==> src/rtl/sram_test_sequencer.sv <==
// sram_test_sequencer: scan or load an instruction word, then replay it as a single SRAM transaction.
module sram_test_sequencer #(
  parameter int NUM_SRAM = 8,
  parameter int ADDR_W = 16,
  parameter int DATA_W = 32,
  parameter int WMASK_W = 4,
  parameter int READ_LAT = 1,
  localparam int P_W = ADDR_W + DATA_W + 2 + WMASK_W,
  localparam int REG_W = 4 + 2 * P_W
) (
  input  logic                       clk,
  input  logic                       reset,
  input  logic                       gpio_in_scan,
  input  logic                       gpio_bit,
  input  logic                       la_in_load,
  input  logic [REG_W-1:0]           la_bits,
  input  logic                       gpio_out_scan,
  input  logic                       go,
  output logic [NUM_SRAM-1:0]        sram_sel,
  output logic                       csb0,
  output logic                       web0,
  output logic                       csb1,
  output logic                       web1,
  output logic [WMASK_W-1:0]         wmask0,
  output logic [WMASK_W-1:0]         wmask1,
  output logic [ADDR_W-1:0]          addr0,
  output logic [ADDR_W-1:0]          addr1,
  output logic [DATA_W-1:0]          din0,
  output logic [DATA_W-1:0]          din1,
  input  logic [NUM_SRAM*DATA_W-1:0] dout0_in,
  input  logic [NUM_SRAM*DATA_W-1:0] dout1_in,
  output logic                       busy,
  output logic                       done,
  output logic                       err,
  output logic [DATA_W-1:0]          la_data0,
  output logic [DATA_W-1:0]          la_data1,
  output logic                       gpio_out
);
  localparam int WE = WMASK_W;
  localparam int CB = WMASK_W + 1;
  localparam int DI = WMASK_W + 2;
  localparam int AD = WMASK_W + 2 + DATA_W;
  localparam int P0 = P_W;
  typedef enum logic [1:0] {IDLE, ISSUE, WAIT, CAPTURE} state_t;
  state_t state, state_n;
  logic [REG_W-1:0] rg;
  logic [2:0] cnt;
  logic err_pulse, idle, iss, go_ok, cs_ok, cap0, cap1;
  logic [3:0] cs;
  logic [DATA_W-1:0] d0, d1;
  always_comb begin
    cs = rg[REG_W-1 -: 4];
    cs_ok = int'(cs) < NUM_SRAM;
    idle = state == IDLE;
    iss = state == ISSUE;
    go_ok = idle && !gpio_in_scan && !la_in_load && go;
    cap0 = !rg[P0+CB] && rg[P0+WE];
    cap1 = !rg[CB] && rg[WE];
    d0 = dout0_in[DATA_W*int'(cs) +: DATA_W];
    d1 = dout1_in[DATA_W*int'(cs) +: DATA_W];
    state_n = idle ? ((go_ok && cs_ok) ? ISSUE : IDLE)
            : iss ? WAIT
            : (state == WAIT) ? ((cnt == 3'd0) ? CAPTURE : WAIT)
            : IDLE;
  end
  // SRAM pins are only active during ISSUE, so an async reset drops them at once
  always_comb begin
    sram_sel = iss ? NUM_SRAM'(1) << cs : '0;
    csb0 = iss ? rg[P0+CB] : 1'b1;
    web0 = iss ? rg[P0+WE] : 1'b1;
    wmask0 = iss ? rg[P0 +: WMASK_W] : '0;
    din0 = iss ? rg[P0+DI +: DATA_W] : '0;
    addr0 = iss ? rg[P0+AD +: ADDR_W] : '0;
    csb1 = iss ? rg[CB] : 1'b1;
    web1 = iss ? rg[WE] : 1'b1;
    wmask1 = iss ? rg[0 +: WMASK_W] : '0;
    din1 = iss ? rg[DI +: DATA_W] : '0;
    addr1 = iss ? rg[AD +: ADDR_W] : '0;
    busy = !idle;
    done = (state == CAPTURE) || err_pulse;
    gpio_out = rg[0];
  end
  always_ff @(posedge clk or posedge reset)
    if (reset) state <= IDLE;
    else state <= state_n;
  always_ff @(posedge clk or posedge reset) begin
    if (reset) begin
      rg <= '0;
      cnt <= '0;
      err <= 1'b0;
      err_pulse <= 1'b0;
      la_data0 <= '0;
      la_data1 <= '0;
    end else begin
      err_pulse <= go_ok && !cs_ok;
      if (go_ok && !cs_ok) err <= 1'b1;
      else if (idle && !gpio_in_scan && la_in_load) err <= 1'b0;
      if (iss) cnt <= 3'(READ_LAT - 1);
      else if (state == WAIT && cnt != 3'd0) cnt <= cnt - 3'd1;
      if (idle) begin
        if (gpio_in_scan) rg <= {rg[REG_W-2:0], gpio_bit};
        else if (la_in_load) rg <= la_bits;
        else if (!go && gpio_out_scan) rg <= {1'b0, rg[REG_W-1:1]};
      end
      if (state == CAPTURE) begin
        if (cap0) begin
          rg[P0+DI +: DATA_W] <= d0;
          la_data0 <= d0;
        end
        if (cap1) begin
          rg[DI +: DATA_W] <= d1;
          la_data1 <= d1;
        end
      end
    end
  end
endmodule

==> config.mk <==
export PLATFORM = sky130hd
export DESIGN_NAME = sram_test_sequencer
export DESIGN_NICKNAME = d
export VERILOG_FILES = /design/src/rtl/sram_test_sequencer.sv
export SDC_FILE = /design/constraint.sdc
export NUM_CORES = 1
export LEC_CHECK = 0
export ABC_AREA = 1
export BUFFER_PORTS_ARGS = -buffer_cell sky130_fd_sc_hd__buf_4
export CORE_AREA = 2 2 316 318
export DETAILED_ROUTE_END_ITERATION = 8
export DIE_AREA = 0 0 318 320
export PLACE_DENSITY = 0.46
export SYNTH_ARGS = -nofsm -noshare
export SYNTH_HDL_FRONTEND = slang
export SYNTH_SLANG_ARGS = --single-unit
==> constraint.sdc <==
create_clock -name clk -period 8.99 [get_ports clk]
set_clock_uncertainty 0.15 [all_clocks]
set_input_delay 0 -clock clk [delete_from_list [all_inputs] [get_ports clk]]
set_output_delay 0 -clock clk [all_outputs]
set_load 0.02 [all_outputs]
* Word level (Yosys, flattened, before mapping)
Index checks and enable logic that the tools add are counted.
Cells by class: equal/unequal tests 3, reduce and logical (&&, ||, !) cells 27, $add $sub $neg 1, muxes and demuxes 28, shift-type cells 3, magnitude comparators 1
Operators by type and width (count):
- variable part select 256 x 10 -> 32 bit | 2
- two-way mux 112 bit | 3
- two-way mux 32 bit | 6
- two-way mux 92 bit | 1
- two-way mux 16 bit | 2
- logical AND 1 bit | 10
- two-way mux 1 bit | 8
- two-way mux 4 bit | 2
- two-way mux 8 bit | 1
- << shifter 1 x 4 -> 8 bit, first input constant | 1
- logical NOT 1 bit | 7
- two-way mux 2 bit | 3
- two-way mux 3 bit | 2
- AND reduction 2 bit | 3
- nonzero test 3 bit | 2
- == test 2 bit, second input constant | 2
- < comparator 4 bit, second input constant | 1
- nonzero test 2 bit | 2
- logical NOT 3 bit | 1
- subtractor 3 x 1 -> 3 bit, second input constant | 1
- == test 2 x 1 -> 1 bit, second input constant | 1
- logical NOT 2 bit | 1
- logical OR 1 bit | 1
Word-level totals: output and inout bits 184, register bits after elaboration 183, input bits 631, word-level logic and storage cells 71

* Longest topological paths before layout
depth in word-level cells 8, gate-level depth with buffers 11, gate-level depth less buffers 9

* Least setup slack after synthesis
Ideal clock, no wire load.
path kind flip-flop to flip-flop, start point register state[0], end point register rg[82], path buffers 3, path slack 7.223 ns, data required time 8.722 ns, data arrival time 1.499 ns, clock period less this slack 1.767 ns, library setup time 0.118 ns, stages on the path, launching flop included 10, cell sequence dfrtp_1 > inv_1 > ha_1 > buf_2 > inv_2 > buf_2 > clkbuf_1 > nand2_1 > nand3_1 > nand2_1
On the way: longest elaborated chain between the ends 4, elaborated cells on any way between the ends 5, classes of those cells eq/ne (1); mux (3); reduce/logical (1)
RTL lines:
- from (decl) | line 45 | state_t state, state_n;
- from (signal assigned) | line 85 | else state <= state_n;
- logical NOT 2 bit | line 54 | idle = state == IDLE;
- two-way mux 92 bit | line 100 | if (idle) begin
- two-way mux 32 bit | line 106 | if (cap0) begin
- two-way mux 32 bit (*) | line 105 | if (state == CAPTURE) begin
- to (signal assigned) | line 101 | if (gpio_in_scan) rg <= {rg[REG_W-2:0], gpio_bit};
- to (signal assigned) | line 102 | else if (la_in_load) rg <= la_bits;
- to (signal assigned) | line 103 | else if (!go && gpio_out_scan) rg <= {1'b0, rg[REG_W-1:1]};
- to (decl) | line 46 | logic [REG_W-1:0] rg;
Mark *: on every way between the ends. The rest lies on a longest branch, timed or not. A chain may end at the register's enable or synchronous reset.

* Worst setup path after layout
start point register rg[108], end point register la_data1[29]
On the way: longest elaborated chain between the ends 1
RTL lines:
- variable part select 256 x 10 -> 32 bit | line 60 | d1 = dout1_in[DATA_W*int'(cs) +: DATA_W];
- to (signal assigned) | line 93 | la_data1 <= '0;
- to (signal assigned) | line 112 | la_data1 <= d1;
- to (decl) | line 36 | output logic [DATA_W-1:0] la_data1,
No other way between the ends.

==> metrics.txt <==
Setup crit end kind=register; internal power=~3.4 mW; compound-gate portion of the synthesized area=6.51%; PnR worst setup slack=~4 ns; WHS=-0.0234 ns; P_sw=3.88 mW; Longest Clk Path Bufs=2; DR DRC count=0; mean post-synth cell area=around 5.5 um^2; Comb pwr share=66.2%; hold path depth=5; worst r2r path cells=11; Hold WC Path Type=in2reg; arrival time worst endpoint=5.26 ns; worst r2r src=rg[108]; synth top area cells=nand2_1, dfrtp_1, nand3_1, inv_1, o21ai_1; Post-Synth XOR/XNOR Area=0%; clock power share=between 10% and 20%; min cycle time layout=4.97 ns; Power Density=approximately 270 nW/um^2; Synth Area in Adders=less than 1%; Setup violations, final=0; final hold violation count=1; clock latency at the later pin of the worst-skew pair=0.51 ns; relative slew slack=between 30% and 40%; CTS tree=done; area share of the leading cell type in the synthesized netlist=about a third; syn_nets=3508; largest net degree at the start of global routing=100; Warnings, synthesis=0; Synth Area in Simple Gates=52.5%; Vias/cell=4.40; first-pass GRT wire length=156 mm; # nets final=4489; failing checks=hold timing; Die W=around 320 um; Yosys top cell by area=nand2_1; WL final=~110 mm; initial DRC count=2072; final worst-path cycle share=55.3%; clk slew on worst S/H paths=around 0.09 ns; num ports=815; Max-Cap Viols=0; peak fanout along the critical path=99; Cell Count, Final, Fillers Out=5164; Leak Pwr=14.2 nW; Startpoint Class=register; clock sinks=183; number of H-tree levels=4; WL/cell=between 20 and 25 um; placed insts=4790; initial antenna violation count=20; reg2reg end=la_data1[29]; slew at the pin closest to its max-slew limit=around 1.0 ns; switch share=53.4%; Vias=approximately 23000; CTS root buf=clkbuf_16; worst vdd ir=0.104 mV; Netlist cell types=26; gr usage total=a little over a fifth; CP required=approximately 9.3 ns; layout cells sized above 1=23.2%; DP Wirelength=83.9 mm; aggregate global routing overflow=0; initial core utilization=16.2%; WS Path Type=reg2reg; Port Buffers=between 800 and 900; Synth Register Bits=183; CTS buffer count=17; Worst Hold Launch=dout0_in[57]; cells after synthesis=2871; mapped cell area=between 15000 and 20000 um^2; Core Box Area=around 98000 um^2; DR pass1 iterations=7; main combinational cell family by area after synthesis=simple AND/OR/NAND/NOR gates; final core utilization=27.4%; RePlAce Congestion=0.925; vias in the first global route=~22000; Place WS=between 5 and 6 ns; RSZ-0062 raised after global routing=false; P&R area growth vs syn=69.5%; start point of the critical path=rg[108]; reg-to-reg slack, setup=4.02 ns; status=finished with violations; die height=~320 um; Die ar.=102000 um^2; Post-DRT Antenna Nets=0; TNS Setup=0 ns; Seq/Total Area, Yosys=28.9%; f_max=201 MHz; Slew Limit Fails=0; Flop pwr share=22.6%; mux cell area share after synthesis=0%; Core Rows=about 120; power after layout=between 7 and 8 mW; Worst Hold End=la_data0[25]
[power by group through the flow]
stage | Sequential, mW | Clock [mW] | Combinational [mW]
after floorplan | 1.61 | 0 | 2.46
after global placement | 1.66 | 0 | 4.39
after detailed placement | 1.65 | 0 | 4.36
after CTS | 1.64 | 0.859 | 4.85
after global routing | 1.69 | 0.886 | 5.33
final | 1.64 | 0.821 | 4.81
[worst max-delay path: stages, from the launching register on]
cell	delay (ns)
dfrtp_4	0.70
inv_6	0.68
buf_4	0.80
nand2_1	0.11
nand2_1	0.09
dlygate4sd3_1	0.54
nand2_1	0.05
nand3_1	0.09
dlygate4sd3_1	0.56
nand3_1	0.18
dlygate4sd3_1	0.69
nand2_1	0.07
[cell families (layout without fill, tap and decap cells)]
group / after synthesis / count (layout)
other cells: 0 / 12
fa+ha+maj: 6 / 6
flops: 183 / 183
simple gates: 2024 / 2024
buf+inv: 454 / 1448
compound gates: 204 / 204
[per-stage QoR]
| stage | area, um^2 | hold slack [ns] |
|---|---|---|
| 2_1_floorplan | 15900 | 0.0147 |
| 3_3_place_gp | 23000 | -0.0169 |
| 3_5_place_dp | 23000 | -0.0244 |
| 4_1_cts | 26800 | 0.00138 |
| 5_1_grt | 26900 | 0.0334 |
| 6_report | 26900 | -0.0234 |
[cells in the mapped netlist, drive strengths merged]
master,n
clkbuf,83
inv,244
o21ai,192
nand2,1426
buf,126
nand4,65
o211ai,2
a21oi,8
nand3,407
clkinv,1
o22ai,2
nand3b,9
or2,1
dfrtp,183
nor2,116
ha,6
[worst max path at each step]
stage               cells past startpoint            to  slack [ns]
CTS                                    11  la_data1[29]        3.97
global placement                        8        rg[91]        5.40
detailed placement                      7        rg[87]        5.43
global route                           11  la_data1[29]        3.78
floorplan                               1        cnt[0]        3.87
finish                                 11  la_data1[29]        4.02
[layout by cell type (no fill, tap or decap), drive strengths merged]
cell type,count
nand3b,9
bufinv,1
nand3,407
inv,250
diode,12
nor2,116
o21ai,192
buf,841
dlygate4sd3,330
nand2,1426
dfrtp,183
ha,6
clkinv,4
nand4,65
clkbuf,18
clkinvlp,4
or2,1
a21oi,8
o211ai,2
o22ai,2
[area by class of cell]
type | count | area [um^2]
diodes | 12 | 30.0
clock buffers | 18 | 429
clock inverters | 14 | 161
fillers | 11300 | 71100
inverters | 245 | 943
multi-input cells | 2234 | 9500
flip-flops and latches | 183 | 4590
well taps | 1287 | 1610
repair buffers | 1171 | 9620
[repair_timing]
item                                   CTS  global route
buffers inserted                         0             0
endpoints found under the hold margin  240             0
hold buffers                           330             0
gates resized for setup                  0             0
[sequential cells by signal, summed over array words and instances (netlist names)]
| name | count |
|---|---|
| cnt | 3 |
| la_data1 | 32 |
| err_pulse | 1 |
| err | 1 |
| la_data0 | 32 |
| rg | 112 |
| state | 2 |
[layer usage]
layer | track usage (%) | wire length, um | up-vias
li1 | - | - | 11000
met1 | 29.4 | 51600 | 10800
met2 | 31.7 | 48200 | 868
met3 | 5.08 | 8000 | 91
met4 | 5.96 | 2240 | 4
met5 | 0 | 28 | -
Power figures use the tool's default switching activity.
